===== src/rtl/newton_step_pkg.sv =====
// Shared types and constants for the Newton-Raphson refinement stage.
// Float field widths, bias and the 1.5 significand used by the SUB datapath.
package newton_step_pkg;

  typedef enum logic [3:0] {
    S_IDLE,
    S_MUL1,
    S_WAIT1,
    S_MUL2,
    S_WAIT2,
    S_SUB,
    S_MUL3,
    S_WAIT3,
    S_DONE
  } state_e;

  localparam int EXP_W = 8;
  localparam int MAN_W = 23;
  localparam int SIG_W = 24;
  localparam int FP_BIAS = 127;
  localparam logic [SIG_W-1:0] THREE_HALVES_SIG = 24'hC00000;

endpackage


===== src/rtl/newton_step_lzc24.sv =====
// Combinational 24-bit leading-zero counter.
// An all-zero input reports 24.
module lzc24 (
  input  logic [23:0] v_i,
  output logic [4:0]  lz_o
);

  always_comb begin
    lz_o = 5'd24;
    for (int i = 0; i < 24; i++) begin
      if (v_i[i]) lz_o = 5'(23 - i);
    end
  end

endmodule


===== src/rtl/newton_step.sv =====
// One Newton-Raphson step y1 = y0*(1.5 - (x/2)*y0*y0) on a shared multiplier.
// Define NEWTON_SECOND_ITER_EN to run a second refinement pass before done.
module newton_step
  import newton_step_pkg::*;
#(
  parameter int MUL_LAT = 3
) (
  input  logic        clk,
  input  logic        rst,
  input  logic        start,
  input  logic [31:0] x,
  input  logic [31:0] y0,
  output logic [31:0] mul_a,
  output logic [31:0] mul_b,
  input  logic [31:0] mul_p,
  output logic [31:0] y_out,
  output logic        done,
  output logic        busy,
  output logic        sat
);

  localparam int CW = (MUL_LAT < 2) ? 1 : $clog2(MUL_LAT + 1);
  localparam logic [CW-1:0] LAT = CW'(MUL_LAT);

  state_e        state_q, state_d;
  logic [CW-1:0] cnt_q, cnt_d;
  logic [31:0]   y0_q, y0_d;
  logic [31:0]   xh_q, xh_d;
  logic [31:0]   p_q, p_d;
  logic [31:0]   mula_q, mula_d;
  logic [31:0]   mulb_q, mulb_d;
  logic [31:0]   yout_q, yout_d;
  logic          sat_q, sat_d;
`ifdef NEWTON_SECOND_ITER_EN
  logic          pass_q, pass_d;
`endif

  logic [EXP_W-1:0] xe;
  logic [31:0]      xhalf;
  logic [EXP_W-1:0] pe;
  logic [MAN_W-1:0] pm;
  logic             p_sat;
  logic [EXP_W-1:0] shamt;
  logic [SIG_W-1:0] sig;
  logic [SIG_W-1:0] shifted;
  logic [SIG_W-1:0] diff;
  logic [SIG_W-1:0] norm;
  logic [4:0]       lz;
  logic [31:0]      t;

  assign xe    = (x[30:23] == '0) ? '0 : x[30:23] - 8'd1;
  assign xhalf = {1'b0, xe, x[22:0]};

  // 1.5 - p in fixed point; p < 1.5 is guaranteed on this path
  assign pe      = p_q[30:23];
  assign pm      = p_q[22:0];
  assign p_sat   = (pe > 8'(FP_BIAS)) ||
                   ((pe == 8'(FP_BIAS)) && (pm >= 23'h400000));
  assign shamt   = 8'(FP_BIAS) - pe;
  assign sig     = {1'b1, pm};
  assign shifted = (shamt >= 8'd24) ? '0 : (sig >> shamt);
  assign diff    = THREE_HALVES_SIG - shifted;
  assign norm    = diff << lz;
  assign t       = {1'b0, 8'(FP_BIAS) - {3'b000, lz}, norm[22:0]};

  lzc24 u_lzc (
    .v_i  (diff),
    .lz_o (lz)
  );

  always_comb begin
    state_d = state_q;
    cnt_d   = (cnt_q != '0) ? cnt_q - CW'(1) : cnt_q;
    y0_d    = y0_q;
    xh_d    = xh_q;
    p_d     = p_q;
    mula_d  = mula_q;
    mulb_d  = mulb_q;
    yout_d  = yout_q;
    sat_d   = sat_q;
`ifdef NEWTON_SECOND_ITER_EN
    pass_d  = pass_q;
`endif
    unique case (state_q)
      S_IDLE: begin
        if (start) begin
          y0_d    = {1'b0, y0[30:0]};
          xh_d    = xhalf;
          mula_d  = {1'b0, y0[30:0]};
          mulb_d  = {1'b0, y0[30:0]};
          cnt_d   = LAT;
          state_d = S_WAIT1;
`ifdef NEWTON_SECOND_ITER_EN
          pass_d  = 1'b0;
`endif
        end
      end
      S_MUL1: begin
        mula_d  = y0_q;
        mulb_d  = y0_q;
        cnt_d   = LAT;
        state_d = S_WAIT1;
      end
      S_WAIT1: begin
        if (cnt_q == '0) begin
          mula_d  = xh_q;
          mulb_d  = mul_p;
          cnt_d   = LAT;
          state_d = S_WAIT2;
        end
      end
      S_WAIT2: begin
        if (cnt_q == '0) begin
          p_d     = mul_p;
          state_d = S_SUB;
        end
      end
      S_SUB: begin
        if (p_sat) begin
          sat_d   = 1'b1;
          yout_d  = '0;
          state_d = S_DONE;
        end else begin
          mula_d  = y0_q;
          mulb_d  = t;
          cnt_d   = LAT;
          state_d = S_WAIT3;
        end
      end
      S_WAIT3: begin
        if (cnt_q == '0) begin
`ifdef NEWTON_SECOND_ITER_EN
          if (!pass_q) begin
            pass_d  = 1'b1;
            y0_d    = {1'b0, mul_p[30:0]};
            state_d = S_MUL1;
          end else begin
            yout_d  = mul_p;
            sat_d   = 1'b0;
            state_d = S_DONE;
          end
`else
          yout_d  = mul_p;
          sat_d   = 1'b0;
          state_d = S_DONE;
`endif
        end
      end
      S_DONE: state_d = S_IDLE;
      default: state_d = S_IDLE;
    endcase
  end

  always_ff @(posedge clk) begin
    if (!rst) begin
      state_q <= S_IDLE;
      cnt_q   <= '0;
      y0_q    <= '0;
      xh_q    <= '0;
      p_q     <= '0;
      mula_q  <= '0;
      mulb_q  <= '0;
      yout_q  <= '0;
      sat_q   <= 1'b0;
`ifdef NEWTON_SECOND_ITER_EN
      pass_q  <= 1'b0;
`endif
    end else begin
      state_q <= state_d;
      cnt_q   <= cnt_d;
      y0_q    <= y0_d;
      xh_q    <= xh_d;
      p_q     <= p_d;
      mula_q  <= mula_d;
      mulb_q  <= mulb_d;
      yout_q  <= yout_d;
      sat_q   <= sat_d;
`ifdef NEWTON_SECOND_ITER_EN
      pass_q  <= pass_d;
`endif
    end
  end

  assign mul_a = mula_q;
  assign mul_b = mulb_q;
  assign y_out = yout_q;
  assign sat   = sat_q;
  assign done  = (state_q == S_DONE);
  assign busy  = (state_q != S_IDLE);

endmodule


===== config.mk =====
export PLATFORM = sky130hd
export DESIGN_NAME = newton_step
export DESIGN_NICKNAME = d
export VERILOG_FILES = /design/src/rtl/newton_step_pkg.sv /design/src/rtl/newton_step_lzc24.sv /design/src/rtl/newton_step.sv
export SDC_FILE = /design/constraint.sdc
export NUM_CORES = 1
export LEC_CHECK = 0
export CORE_ASPECT_RATIO = 0.6
export CORE_UTILIZATION = 25
export CTS_CLUSTER_DIAMETER = 200
export CTS_CLUSTER_SIZE = 40
export DETAILED_ROUTE_END_ITERATION = 10
export PLACE_DENSITY = 0.5
export SETUP_SLACK_MARGIN = 0.1
export SLEW_MARGIN = 20
export SYNTH_ARGS = -nofsm -noshare
export SYNTH_HDL_FRONTEND = slang
export SYNTH_SLANG_ARGS = --single-unit

===== constraint.sdc =====
create_clock -name clk -period 4.9 [get_ports clk]
set_clock_uncertainty 0.2 [all_clocks]
set_input_delay 0.98 -clock clk [delete_from_list [all_inputs] [get_ports clk]]
set_output_delay 0.98 -clock clk [all_outputs]
set_load 0.01 [all_outputs]

# --- After elaboration in Yosys (flattened, before gate mapping) ---
# Cells that the tools add are included.
# Widths: inputs -> output; s select.
op_classes:
  add_sub_neg: 5
  n_mul: 0
  n_div: 0
  n_lt_le_gt_ge: 3
  eq_ne: 13
  shift: 2
  muxes: 49
  bitwise: 0
  n_reduce_logical: 14
op_table:
  columns: ["op", "count"]
  rows:
  - ["$pmux 32 s4", 2]
  - ["$mux 32", 6]
  - ["$mux 5", 16]
  - ["$pmux 32 s2", 1]
  - ["$mux 4", 13]
  - ["$mux 24", 1]
  - ["$pmux 4 s6", 1]
  - ["$shl 24x5->23", 1]
  - ["$shr 24x8->24", 1]
  - ["$sub 24x24->24 const A", 1]
  - ["$ge 23x23->1 const B", 1]
  - ["$eq 4x3->1 const B", 3]
  - ["$ne 2x2->1 const B", 6]
  - ["$eq 8x7->1 const B", 1]
  - ["$ge 8x5->1 const B", 1]
  - ["$gt 8x7->1 const B", 1]
  - ["$logic_not 8->1", 1]
  - ["$mux 2", 4]
  - ["$mux 8", 1]
  - ["$pmux 2 s4", 1]
  - ["$reduce_and 4->1", 2]
  - ["$reduce_bool 4->1", 2]
  - ["$sub 7x5->8 const A", 1]
  - ["$sub 7x8->8 const A", 1]
  - ["14 further kinds", 17]
totals:
  ff_bits: 196
  latch_bits: 0
  ramBits: 0
  romBits: 0
  in_bits: 99
  word_cells: 95
  mem_count: 0

# --- Logic depth before layout (Yosys ltp) ---
depth:
  depth_word: 31
  mapped_depth: 25

# --- By module ---
# A second synthesis with hierarchy kept.
hier_totals:
  cells_unflattened: 1560
  area_unflattened_um2: 11961.5
modules_own_cells:
  columns: ["module", "instances", "cells_each", "area_per_inst_um2", "seq_area_each_um2"]
  rows:
  - ["newton_step", 1, 1512, 11696.2, 3903.7]
  - ["lzc24", 1, 48, 265.3, 0.0]

# --- Worst setup path after synthesis ---
# Ideal clock, no wire load.
synth_path:
  kind: "reg-to-reg"
  from: "register p_q[25]"
  to: "register mulb_q[9], in the netlist mul_b[9]"
  setup_time_ps: 123
  arrival_time_ps: 4865
  required_time_ps: 4577
  setup_slack_ps: -288
  path_stages_with_launch: 24
  cell_sequence: "dfxtp_1 -> buf_2 -> buf_6 -> and2b_1 -> a22oi_1 -> nand3_1 -> o221ai_2 -> inv_2 -> ha_1 -> and4_1 -> and2_1 -> buf_2 -> and2_1 -> buf_4 -> xnor2_1 -> a32oi_1 -> o31ai_4 -> o21a_2 -> nor2_4 -> buf_4 -> mux2_1 -> mux4_2 -> a221oi_1 -> nor2_1"
synth_between:
  elab_chain_len: 31
  word_cells_on_any_way: 38
  cone_classes: "add/sub (2); order compare (2); eq/ne (2); shift (2); mux (27); reduce/logical (3)"
synth_rtl:
  columns: ["element", "line_no", "source"]
  rows:
  - ["from (decl)", "newton_step.sv:29", "logic [31:0] p_q, p_d;"]
  - ["from (signal assigned)", "newton_step.sv:173", "p_q <= p_d;"]
  - ["$sub 7x8->8", "newton_step.sv:59", "assign shamt = 8'(FP_BIAS) - pe;"]
  - ["$shr 24x8->24 / $ge 8x5->1 (equally long branches)", "newton_step.sv:61", "assign shifted = (shamt >= 8'd24) ? '0 : (sig >> shamt);"]
  - ["$mux 24", "newton_step.sv:61", null]
  - ["$sub 24x24->24", "newton_step.sv:62", "assign diff = THREE_HALVES_SIG - shifted;"]
  - ["$mux 4 (8 in series)", "newton_step_lzc24.sv:11", "if (v_i[i]) lz_o = 5'(23 - i);"]
  - ["$mux 5 (16 in series)", "newton_step_lzc24.sv:11", null]
  - ["$shl 24x5->23", "newton_step.sv:63", "assign norm = diff << lz;"]
  - ["$mux 32", "newton_step.sv:119", "if (p_sat) begin"]
  - ["$pmux 32 s4", "newton_step.sv:84", "unique case (state_q)"]
  - ["to (signal assigned)", "newton_step.sv:175", "mulb_q <= mulb_d;"]
  - ["to (decl)", "newton_step.sv:31", "logic [31:0] mulb_q, mulb_d;"]
# Parallel ways exist; a longest one is shown, timed or not. The select of a mux whose other input is x is not followed.
# A chain may end at the register's enable or synchronous reset.

# --- Worst setup path in the final report ---
layout_path:
  from: "register p_q[30]"
  to: "register mulb_q[19], in the netlist mul_b[19]"
# Same word-level chain as after synthesis.

==> flow_metrics.py <==
metrics = {
    "worst_setup_path": {
        "worstPathMaxFanout": 6,
        "slowest_stage": "or3b_4",
        "cp-startpoint": "p_q[30]",
        "regToRegStartpoint": "p_q[30]",
        "critical_path_required_ns": 5.08,
        "critPathMaxStageDelay_ns": 0.46,
        "path_class": "reg2reg",
        "crit_path_start_kind": "register",
        "r2r_end": "mul_b[19]",
        "reg2regPathDepth": 24,
        "r2r_slack_ns": -0.50,
        "cpMostUsedCell": "buf_4",
        "path_cells": "or3b_4 -> buf_6 -> o22ai_4 -> and4_4 -> nor4_4 -> buf_4 -> buf_4 -> buf_4 -> buf_4 -> inv_2 -> ha_2 -> nor2_4 -> nor3b_2 -> o32ai_2 -> a32oi_2 -> o31ai_4 -> o21a_2 -> nor2_4 -> buf_12 -> buf_4 -> mux2_2 -> o211a_4 -> a21boi_0 -> a211oi_2",
        "cp-end-kind": "register",
        "arrival_ns": 5.57,
    },
    "cts": {
        "postCtsHoldBufs": 0,
        "cts_buffers": 17,
        "clock_sinks": 195,
        "clockBufferDepth": 2,
        "cts.htree.levels": 4,
        "clk_pin_slew_ns": 0.08,
        "cts_root_buf": "clkbuf_16",
        "cts_tree": "done",
        "clk_latency_ns": 0.47,
    },
    "route": {
        "dr_total_vias": 14500,
        "ant_nets": 0,
        "drt_iter0_drc": 1454,
        "wl_um": 60000,
        "drc_errors": 0,
        "via_per_inst": 5.31,
        "routedWlPerCell_um": 22.0,
        "dr.pass1.iters": 7,
    },
    "global_routing": {
        "grt_pass1_vias": 13900,
        "grt-ovfl-total": 0,
        "grt_max_degree": 87,
        "antenna_found_initial": 1,
        "grtUsageMet3": 0.0745,
        "busiest_layer": "met1",
        "grt_pass1_wl_um": 88300,
        "track_usage": 0.228,
        "grt.met1_usage": 0.342,
        "use_met2": 0.311,
    },
    "finish": {
        "utilization": 0.393,
        "drive_gt1_frac": 0.286,
        "area.sequential_um2": 3910,
        "synthToLayoutAreaGrowth_pct": 54.5,
        "final_area_um2": 19500,
        "layout_common_cells": "nand2_1, buf_4, dfxtp_1",
        "fin_nets": 2177,
        "fillers": 4964,
        "final_common_cell": "nand2_1",
        "multi_input_area_um2": 9060,
    },
    "floorplanning": {
        "start_util": 0.254,
        "io_pins": 198,
        "chipWidth_um": 292,
        "core_area_um2": 49600,
        "die_area_um2": 51400,
        "rows": 63,
        "die_height_um": 176,
    },
    "hold_path": {
        "hold_depth": 2,
        "hold_class": "reg2reg",
        "hold_end": "y_out[0]",
        "min_from": "y_out[0]",
    },
    "timing": {
        "finalCritPeriodShare": 1.10,
        "min_period_ns": 5.40,
        "rsz0062_at_grt": "true",
        "max_freq_ghz": 0.185,
        "finalMaxSlewViolations": 0,
        "finalWorstSetupSlack_ns": -0.496,
        "final_hold_viol_count": 0,
        "slew_headroom": 0.399,
        "worst_slew_pin_slew_ns": 0.902,
        "holdWs_ns": 0.265,
        "setup_viol": 22,
    },
    "flow_run": {
        "drv_cap": 0,
    },
    "power_and_ir_drop": {
        "ir_worst_vdd_mv": 0.411,
        "power-per-cell-area_nw_per_um2": 340,
        "p_total_w": 0.00663,
        "p_leak_nw": 7.73,
    },
    "synthesis": {
        "avgSynthCellArea_um2": 7.83,
        "yosysWarnings": 0,
        "synth_top_family_by_area": "compound AO/OA/AOI/OAI gates",
        "synth-simple-area-share": 0.260,
        "mappedNetlistArea_um2": 12600,
        "async_reset_ff_frac": 0,
        "synth_seq_cells": 195,
        "synth_ff_type": "dfxtp_1",
        "synth.distinct_cells": 104,
        "syn_nets": 1720,
        "synthCells": 1612,
        "synth_edf_count": 0,
        "synth_xor_xnor_area_share": 0.0166,
        "synth_compound_area_frac": 0.291,
        "synthMuxAreaShare": 0.0647,
        "synth_seq_area_share": 0.309,
        "synthAdderAreaFrac": 0.00893,
    },
    "placed_design": {
        "preCtsSetupSlack_ns": -0.829,
        "gp_congestion": 0.966,
        "postPlaceCellArea_um2": 17600,
        "dpl.hpwl_um": 46800,
        "io_buffer_count": 194,
    },
    "outcome": {
        "status": "complete, but fails checks",
        "failed_checks": "negative setup slack",
    },
}
cell usage after synthesis, drive strengths merged, types with 7 or more instances:
cell     number  area, µm²
and3         22        138
clkbuf       89        335
a22oi        32        240
and2         35        219
a21oi        32        164
o31ai         9       86.3
or3           7       48.8
buf          37        209
nor2         64        248
o22ai        16        100
o221ai       11        103
nor2b         7       43.8
o21ai        57        285
a221oi       26        228
mux2i        41        414
dfxtp       195       3900
nand3        90        450
nor3b         7       52.6
a21boi      119        893
nand4        21        138
and4         10       87.6
o2111ai       8       76.3
nor3         26        163
nand2       362       1360
mux2         22        267
inv          20       75.1
xnor2        18        165
a211oi       14        110
ha            9        113
nand2b       14       87.6
o211a        42        420
a31oi        24        150
state kept, by name (all words and copies together) (netlist names):
register	count
cnt_q	2
p_q	31
y_out	32
y0_q	31
mul_b	32
xh_q	31
state_q	4
sat	1
mul_a	31
worst max-delay path by stage:
stage,to,slack (ns),cells past startpoint
after floorplan,mul_b[19],-0.11,23
after global placement,mul_b[16],-0.77,20
after detailed placement,mul_b[19],-0.83,22
after CTS,mul_b[19],-0.50,21
after global routing,mul_b[21],-0.62,24
final,mul_b[19],-0.50,24
report_power, final:
group | switching, W | internal, W | total [W]
combinational | 0.00166 | 0.00120 | 0.00286
clock | 0.000825 | 0.000723 | 0.00155
sequential | 0.000265 | 0.00196 | 0.00222
what timing repair did:
action / CTS / global route
gates cloned: 1 / 1
pin swaps: 38 / 46
setup endpoints to repair: 28 / 28
setup buffers: 25 / 16
endpoints found under the hold margin: 0 / 0
gates resized for setup: 94 / 91
worst max-delay path, delay by kind of cell (launching register included):
family                   cells  cell delay, ns
flip-flops                   1            0.33
adder cells (fa/ha/maj)      1            0.23
AND/OR/NAND/NOR              6            1.24
AO/OA/AOI/OAI                8            1.72
buffers and inverters        8            1.16
multiplexers                 1            0.42
metal layers:
metal	share of wire	vias to the layer above
li1	-	6852
met1	0.51	7103
met2	0.39	519
met3	0.092	34
met4	0.013	0
met5	0	-
area by class of cell:
class | count | area share
Antenna cell | 1 | 0.000128
Clock buffer | 17 | 0.0218
Clock inverter | 15 | 0.0115
Timing Repair Buffer | 564 | 0.256
Tap cell | 650 | 0.0417
Multi-Input combinational cell | 1270 | 0.465
Sequential cell | 195 | 0.200
Inverter | 21 | 0.00404
through the flow:
step,cells,setup TNS [ns]
global route,2732,-10.15
floorplan,1612,-0.593
finish,2733,-7.22
CTS,2715,-7.24
detailed placement,2658,-16.33
global placement,2658,-15.13
cells by family after synthesis:
logic type      count (synthesis)
xor+xnor                       23
fa+ha+maj                       9
simple gates                  691
other cells                     1
buf+inv                       147
flops                         195
compound gates                477
mux                            69
Power figures use the tool's default switching activity.
